$ cat src/rtl/pkg_config.sv
// Shared configuration for the RV32M multiply/divide unit: widths, op encoding, FSM states.
// No logic of its own; sizes the datapath and the register-file address ports.
// Operand signedness is decided here so the top and the bench agree on one table.
package pkg_config;

    localparam int DATA_WIDTH   = 32;
    localparam int NUM_REGISTER = 32;
    localparam int REG_AW       = $clog2(NUM_REGISTER);
    localparam int MD_ITER      = DATA_WIDTH;
    localparam int MD_CNT_W     = $clog2(MD_ITER);

    typedef enum logic [2:0] {
        MD_MUL    = 3'd0,
        MD_MULH   = 3'd1,
        MD_MULHSU = 3'd2,
        MD_MULHU  = 3'd3,
        MD_DIV    = 3'd4,
        MD_DIVU   = 3'd5,
        MD_REM    = 3'd6,
        MD_REMU   = 3'd7
    } md_op_e;

    typedef enum logic [1:0] {
        IDLE = 2'd0,
        CALC = 2'd1,
        DONE = 2'd2
    } md_state_e;

    function automatic logic rs1_is_signed(md_op_e op);
        return op inside {MD_MULH, MD_MULHSU, MD_DIV, MD_REM};
    endfunction

    function automatic logic rs2_is_signed(md_op_e op);
        return op inside {MD_MULH, MD_DIV, MD_REM};
    endfunction

endpackage

$ cat src/rtl/muldiv_sign_fix.sv
// Two's-complement conditional negate: magnitude of a signed operand, or sign-corrected result.
// Purely combinational, zero latency.
// No flow control; output follows inputs.
module muldiv_sign_fix #(
    parameter int W = 32
) (
    input  logic [W-1:0] val_i,
    input  logic         neg_i,
    output logic [W-1:0] val_o
);

    assign val_o = neg_i ? (~val_i + W'(1)) : val_i;

endmodule

$ cat src/rtl/muldiv_unit.sv
// Iterative RV32M multiply/divide unit: shift-add multiply, restoring divide, one bit per cycle.
// Latency 33 cycles start-to-writeback; divide-by-zero and signed overflow finish in 1.
// start_i is ignored while busy_o is high; flush_i aborts with no writeback.
module muldiv_unit
    import pkg_config::*;
(
    input  logic                  clk_i,
    input  logic                  rst_i,
    input  logic                  start_i,
    input  logic                  flush_i,
    input  logic [2:0]            op_i,
    input  logic [DATA_WIDTH-1:0] rs1_i,
    input  logic [DATA_WIDTH-1:0] rs2_i,
    input  logic [REG_AW-1:0]     rd_addr_i,
    output logic                  busy_o,
    output logic                  we_o,
    output logic [REG_AW-1:0]     rd_addr_o,
    output logic [DATA_WIDTH-1:0] rd_o
);

    localparam int DW = DATA_WIDTH;

    md_state_e             state_q, state_d;
    md_op_e                op_q, op_d;
    logic [REG_AW-1:0]     rd_addr_q, rd_addr_d;
    logic [DW-1:0]         a_q, a_d;
    logic [DW-1:0]         b_q, b_d;
    logic                  s1_q, s1_d;
    logic                  s2_q, s2_d;
    logic [2*DW-1:0]       prod_q, prod_d;
    logic [DW-1:0]         rem_q, rem_d;
    logic [DW-1:0]         quo_q, quo_d;
    logic [MD_CNT_W-1:0]   cnt_q, cnt_d;
    logic [DW-1:0]         rd_q, rd_d;

    md_op_e                op_in;
    logic                  s1_in, s2_in;
    logic [DW-1:0]         rs1_mag, rs2_mag;
    logic                  accept, last_iter;
    logic                  div_zero, div_ovf, fast;
    logic [DW-1:0]         fast_res;

    logic [DW-1:0]         mul_addend;
    logic [DW:0]           mul_sum;
    logic [2*DW-1:0]       prod_step;
    logic [DW:0]           div_shift;
    logic                  div_ge;
    logic [DW-1:0]         rem_step, quo_step;
    logic [2*DW-1:0]       prod_fix;
    logic [DW-1:0]         quo_fix, rem_fix;
    logic [DW-1:0]         final_res;

    assign op_in  = md_op_e'(op_i);
    assign s1_in  = rs1_i[DW-1] & rs1_is_signed(op_in);
    assign s2_in  = rs2_i[DW-1] & rs2_is_signed(op_in);
    assign accept = (state_q == IDLE) && start_i && !flush_i;
    assign last_iter = (cnt_q == MD_CNT_W'(MD_ITER - 1));

    muldiv_sign_fix #(.W(DW)) u_rs1_mag (.val_i(rs1_i), .neg_i(s1_in), .val_o(rs1_mag));
    muldiv_sign_fix #(.W(DW)) u_rs2_mag (.val_i(rs2_i), .neg_i(s2_in), .val_o(rs2_mag));

    // Fast path resolves the RISC-V defined corner results without iterating.
    assign div_zero = op_in[2] && (rs2_i == '0);
    assign div_ovf  = ((op_in == MD_DIV) || (op_in == MD_REM))
                      && (rs1_i == {1'b1, {(DW-1){1'b0}}}) && (&rs2_i);
    assign fast     = div_zero || div_ovf;
    always_comb begin
        fast_res = rs1_i;
        if (op_in[1]) fast_res = div_zero ? rs1_i : '0;
        else          fast_res = div_zero ? '1 : rs1_i;
    end

    // Multiplier lives in the low half of prod_q and is shifted out as the product grows in.
    assign mul_addend = prod_q[0] ? a_q : '0;
    assign mul_sum    = {1'b0, prod_q[2*DW-1:DW]} + {1'b0, mul_addend};
    assign prod_step  = {mul_sum, prod_q[DW-1:1]};

    // Remainder after a successful subtract is below the divisor, so 32 bits hold it.
    assign div_shift = {rem_q, quo_q[DW-1]};
    assign div_ge    = (div_shift >= {1'b0, b_q});
    assign rem_step  = div_ge ? (div_shift[DW-1:0] - b_q) : div_shift[DW-1:0];
    assign quo_step  = {quo_q[DW-2:0], div_ge};

    muldiv_sign_fix #(.W(2*DW)) u_prod_fix (.val_i(prod_step), .neg_i(s1_q ^ s2_q), .val_o(prod_fix));
    muldiv_sign_fix #(.W(DW))   u_quo_fix  (.val_i(quo_step),  .neg_i(s1_q ^ s2_q), .val_o(quo_fix));
    muldiv_sign_fix #(.W(DW))   u_rem_fix  (.val_i(rem_step),  .neg_i(s1_q),        .val_o(rem_fix));

    always_comb begin
        final_res = prod_fix[DW-1:0];
        case (op_q)
            MD_MUL:                        final_res = prod_fix[DW-1:0];
            MD_MULH, MD_MULHSU, MD_MULHU:  final_res = prod_fix[2*DW-1:DW];
            MD_DIV, MD_DIVU:               final_res = quo_fix;
            MD_REM, MD_REMU:               final_res = rem_fix;
            default:                       final_res = prod_fix[DW-1:0];
        endcase
    end

    always_ff @(posedge clk_i or posedge rst_i) begin
        if (rst_i) state_q <= IDLE;
        else       state_q <= state_d;
    end

    always_comb begin
        state_d = state_q;
        case (state_q)
            IDLE:    if (accept) state_d = fast ? DONE : CALC;
            CALC:    if (flush_i) state_d = IDLE;
                     else if (last_iter) state_d = DONE;
            DONE:    state_d = IDLE;
            default: state_d = IDLE;
        endcase
    end

    always_comb begin
        busy_o = (state_q != IDLE);
        we_o   = (state_q == DONE) && (rd_addr_q != '0);
    end

    always_comb begin
        op_d      = op_q;
        rd_addr_d = rd_addr_q;
        a_d       = a_q;
        b_d       = b_q;
        s1_d      = s1_q;
        s2_d      = s2_q;
        prod_d    = prod_q;
        rem_d     = rem_q;
        quo_d     = quo_q;
        cnt_d     = cnt_q;
        rd_d      = rd_q;
        if (accept) begin
            op_d      = op_in;
            rd_addr_d = rd_addr_i;
            a_d       = rs1_mag;
            b_d       = rs2_mag;
            s1_d      = s1_in;
            s2_d      = s2_in;
            prod_d    = {{DW{1'b0}}, rs2_mag};
            rem_d     = '0;
            quo_d     = rs1_mag;
            cnt_d     = '0;
            if (fast) rd_d = fast_res;
        end else if ((state_q == CALC) && !flush_i) begin
            prod_d = prod_step;
            rem_d  = rem_step;
            quo_d  = quo_step;
            cnt_d  = cnt_q + MD_CNT_W'(1);
            if (last_iter) rd_d = final_res;
        end
    end

    always_ff @(posedge clk_i or posedge rst_i) begin
        if (rst_i) begin
            op_q      <= MD_MUL;
            rd_addr_q <= '0;
            a_q       <= '0;
            b_q       <= '0;
            s1_q      <= 1'b0;
            s2_q      <= 1'b0;
            prod_q    <= '0;
            rem_q     <= '0;
            quo_q     <= '0;
            cnt_q     <= '0;
            rd_q      <= '0;
        end else begin
            op_q      <= op_d;
            rd_addr_q <= rd_addr_d;
            a_q       <= a_d;
            b_q       <= b_d;
            s1_q      <= s1_d;
            s2_q      <= s2_d;
            prod_q    <= prod_d;
            rem_q     <= rem_d;
            quo_q     <= quo_d;
            cnt_q     <= cnt_d;
            rd_q      <= rd_d;
        end
    end

    assign rd_o      = rd_q;
    assign rd_addr_o = rd_addr_q;

endmodule

$ cat config.mk
export PLATFORM = sky130hd
export DESIGN_NAME = muldiv_unit
export DESIGN_NICKNAME = d
export VERILOG_FILES = /design/src/rtl/pkg_config.sv /design/src/rtl/muldiv_sign_fix.sv /design/src/rtl/muldiv_unit.sv
export SDC_FILE = /design/constraint.sdc
export NUM_CORES = 1
export LEC_CHECK = 0
export ABC_AREA = 1
export CAP_MARGIN = 20
export CELL_PAD_IN_SITES_DETAIL_PLACEMENT = 0
export CELL_PAD_IN_SITES_GLOBAL_PLACEMENT = 1
export CORE_UTILIZATION = 30
export DETAILED_ROUTE_END_ITERATION = 16
export GPL_TIMING_DRIVEN = 0
export PLACE_DENSITY = 0.58
export SYNTH_ARGS = -nofsm -noshare
export SYNTH_HDL_FRONTEND = slang
export SYNTH_SLANG_ARGS = --single-unit
$ cat constraint.sdc
create_clock -name clk_i -period 19.09 [get_ports clk_i]
set_input_delay 2.8635 -clock clk_i [delete_from_list [all_inputs] [get_ports clk_i]]
set_output_delay 2.8635 -clock clk_i [all_outputs]
set_load 0.01 [all_outputs]
==> summary by stage <==
Run status
The run finished with clean final reports.

CTS
Buffers inserted during clock tree synthesis total 31. The longest clock path from root to sink contains 3 buffers. The number of H-tree levels is 1. The clock-pin slew on the worst setup and hold paths is 0.06 ns. The clock tree from TritonCTS is built. After clock tree synthesis, the setup repair step added 0 buffers. The buffer type at the clock tree root is sky130_fd_sc_hd__clkbuf_16. The cts-stage hold buffer count is 0. The number of gates given a new drive strength after cts is 0.

The CTS sink count is 241. The later pin in the worst-skew pair is clocked with a latency of 0.60 ns.

Critical path
STA classifies the critical path endpoint as a flop. Walking the worst path, the cells encountered are clkdlybuf4s50_1 > inv_1 > ha_1 > nand3_2 > nor3_2 > nand3_2 > nor2_2 > nand2_1 > inv_2 > nand2_1 > inv_2 > nand2_1 > inv_2 > nand2_1 > nor2_2 > inv_2 > nor2_2 > nand4_1 > nand3_2 > o211ai_2 > buf_2 > nor2_1 > a21oi_2. The number of buffers and inverters on the critical path is 7.

The critical path's top delay family is simple AND/OR/NAND/NOR gates. The worst endpoint required time is 19.56 ns. The largest driver fanout on the critical path is 10. The peak per-stage delay on the critical path is 0.49 ns. Data on the critical path arrives at its endpoint at 6.53 ns. The highest-delay cell along the critical path is sky130_fd_sc_hd__clkdlybuf4s50_1. The nature of the critical path startpoint is an input pin. The critical path is of the input pin to flop type.

Route
The average wire per cell in the routed design is 22.88 um. The first TritonRoute pass finished after 7 iterations. The routed design has 107.0 mm of wire. After detailed routing, the number of remaining DRC violations is 0.

Dividing the detail-routed via count by the number of cells gives 5.154. In this run, the number of DRC markers left after iteration 0 of detailed routing was 2404. The final route contains 24106 vias. The number of nets with antenna violations after detailed routing is 0.

Placed design
Once detailed placement completed, the half-perimeter wirelength came to 88.59 mm. Routability-driven placement finished with a final weighted congestion of 0.9677. In this run, placement finished with an instance count of 4620. The count of port buffers added during placement is 114.

Flow run
Across the run, the number of max-cap violations was 0.

Global route
Global routing finished with a remaining overflow of 0. Entering global routing, the biggest net connects 98 pins. The first global-routing pass estimated 156.3 mm of wire.

The number of antenna violations at the first check in global routing was 0. The total routing resource utilization after global routing is 28.62%. The via count of the first global-routing pass is 22854.

Timing
The post-route minimum period is 6.064 ns. The final-layout worst hold slack is 0.4639 ns. The final count of pins violating max slew is 0. Setup violations remaining at the end of the flow were counted as 0. The final critical-path share of the clock period is 31.77%. At the pin with the least slew margin, the transition time is 1.026 ns. Setup repair after global routing left no endpoint under its margin. The worst-case clock skew is 0.01448 ns. The total count of hold-check failures in the final report is 0. Setup total negative slack on the finished layout was measured at 0 ns. The worst relative slew slack is 31.58%. Timing would allow up to 0.1649 GHz.

Floorplanning
In this run the count of I/O pins placed on the die edge is 115. The core region area is 0.07185 mm2. The height of the chip is 272.1 um.

For this configuration, the core starts out at a cell density of 30.45%. The row count is 98. The area enclosed by the die boundary is 0.07401 mm2. The width of the die is 272.1 um.

Logic synthesis
The synthesized design contains 241 register bits. The part of the Yosys area used for sequential elements is 27.56%. The synthesized design contains 0 enable-type register cells. The largest total area in the synthesized netlist belongs to sky130_fd_sc_hd__dfrtp_1.

When the netlist entered floorplanning its net count stood at 3702. A synthesized cell averages 6.159 um2. The synthesized netlist occupies a cell area of 0.02188 mm2. The async set-reset flop share out of synthesis is 100.0%. By area the synthesized netlist is led by sky130_fd_sc_hd__dfrtp_1 (28%), sky130_fd_sc_hd__nand2_1 (17%), sky130_fd_sc_hd__inv_1 (8.8%). In this run the biggest area consumer among cell types represents 27.56% of the synthesized area. The predominant post-synthesis flop cell is sky130_fd_sc_hd__dfrtp_1. The number of distinct library cells after synthesis is 59.

The instance count of the mapped netlist is 3552. The Yosys step of the flow raised 0 warnings.

Cells and area
Once layout is complete, the cells apart from fillers number 4677. The post-route netlist has 6.253% of its cells at a drive strength greater than 1. The number of nets in the finished design is 3853. The signed area change from the synthesized netlist to the final layout is 16.16%. In the layout the commonest cells are sky130_fd_sc_hd__nand2_1 (1005), sky130_fd_sc_hd__inv_1 (510), sky130_fd_sc_hd__nor2_1 (341).

The most common library cell in the layout ignoring fill and taps is sky130_fd_sc_hd__nand2_1.

Power
VDD sags by at most 0.06443 mV. Summing internal, switching and leakage power gives 4.067 mW. For this design the ratio of total power to cell area is 160.0 mW/mm2.

The analysis attributes to cell leakage a power of 12.67 nW.

Worst hold path
The kind of path behind the tightest hold check is flop to flop.
==> stage by stage <==
stage	utilization, %	setup slack [ns]	area [um2]
final	35.37	13.03	25410
after global routing	35.37	12.85	25410
after CTS	35.37	13.02	25410
after detailed placement	33.80	12.43	24290
after global placement	33.69	5.400	24210
after floorplan	-	9.610	21880
==> cell families after synthesis <==
kind of cell	Yosys count	share of synthesized area, %
adders and majority gates	74	4.301
AOI/OAI and AO/OA	653	16.81
and+or+nand+nor	1868	36.98
buffers and inverters	661	12.14
xor gates and xnor gates	55	2.202
DFF	241	27.56
==> sequential cells by signal (all words and copies together), names as in the netlist <==
signal,cells
b_q,32
prod_q,64
s2_q,1
rem_q,32
op_q,3
quo_q,32
cnt_q,5
rd_o,32
state_q,2
rd_addr_o,5
s1_q,1
a_q,32
==> layer usage <==
| metal | GRT usage (%) | wire length (um) | vias up |
|---|---|---|---|
| met2 | 45.52 | 47170 | 756 |
| met4 | 6.668 | 2562 | 0 |
| met5 | 0 | 0 | - |
| met3 | 2.107 | 5409 | 89 |
| li1 | - | - | 11792 |
| met1 | 41.86 | 51870 | 11469 |
==> synthesized netlist by cell type, drive strengths merged (6+ instances only) <==
| library cell | number |
|---|---|
| nor3 | 41 |
| dfrtp | 241 |
| o221ai | 17 |
| nor4 | 10 |
| buf | 32 |
| o211ai | 9 |
| a22oi | 28 |
| clkbuf | 88 |
| o21ai | 339 |
| nand3b | 18 |
| ha | 72 |
| and2 | 9 |
| a21oi | 191 |
| nand3 | 308 |
| xor2 | 49 |
| inv | 537 |
| xnor2 | 6 |
| o22ai | 15 |
| a211oi | 8 |
| a31oi | 7 |
| or2 | 18 |
| nand2 | 1029 |
| o21bai | 17 |
| nor2 | 377 |
| nand4 | 56 |
==> worst reg2reg max path: stages, from the launching register on <==
cell and delay [ns]:
sky130_fd_sc_hd__dfrtp_1 0.36, sky130_fd_sc_hd__inv_1 0.17, sky130_fd_sc_hd__ha_1 0.33, sky130_fd_sc_hd__nand2_1 0.15, sky130_fd_sc_hd__inv_1 0.05, sky130_fd_sc_hd__nand2_1 0.07, sky130_fd_sc_hd__nand2_1 0.05, sky130_fd_sc_hd__nand2_1 0.07
sky130_fd_sc_hd__nand3_2 0.16, sky130_fd_sc_hd__nand2_2 0.14, sky130_fd_sc_hd__nand2_4 0.07, sky130_fd_sc_hd__a21oi_2 0.52, sky130_fd_sc_hd__buf_4 0.35, sky130_fd_sc_hd__ha_1 0.25, sky130_fd_sc_hd__nand3_1 0.17, sky130_fd_sc_hd__nor3_1 0.46
sky130_fd_sc_hd__nand4_1 0.30, sky130_fd_sc_hd__nor2_1 0.24, sky130_fd_sc_hd__nand3_1 0.17, sky130_fd_sc_hd__nor3_1 0.26, sky130_fd_sc_hd__a31o_2 0.27, sky130_fd_sc_hd__o21ai_0 0.10, sky130_fd_sc_hd__nand2_1 0.10, sky130_fd_sc_hd__nand3_1 0.13
sky130_fd_sc_hd__nand2_1 0.23, sky130_fd_sc_hd__nand3b_1 0.25, sky130_fd_sc_hd__nand2_1 0.20, sky130_fd_sc_hd__a21oi_2 0.16
==> report_power, final <==
| group | switching [mW] | leakage (nW) | internal, mW | total, mW |
|---|---|---|---|---|
| clock network | 0.263 | 0.543 | 0.402 | 0.665 |
| registers | 0.143 | 3.00 | 0.674 | 0.817 |
| logic | 1.82 | 9.12 | 0.766 | 2.59 |
==> layout make-up <==
class                   instances  area (um2)
diodes                          1       2.502
plain buffers                 122       633.1
flip-flops and latches        241        6031
multi-input cells            2650       13190
clock buffers                  34       817.0
clock inverters                22       305.3
fillers                      8168       46440
inverters                     539        2031
repair buffers                118        1215
well taps                     950        1189
==> path summary, 6_finish.rpt <==
path                       startpoint    endpoint  slack [ns]  cells after the start
min in group asynchronous       rst_i  prod_q[37]        2.70                      2
setup reg to reg               b_q[4]    rd_o[28]       13.24                     27
hold reg to reg              cnt_q[3]    cnt_q[3]        0.46                      1
hold / removal               cnt_q[3]    cnt_q[3]        0.46                      1
setup / recovery             rs1_i[1]    rd_o[23]       13.03                     23
max in group asynchronous       rst_i    rd_o[19]       15.49                      3
No activity file was read; power rests on OpenSTA's default activity.
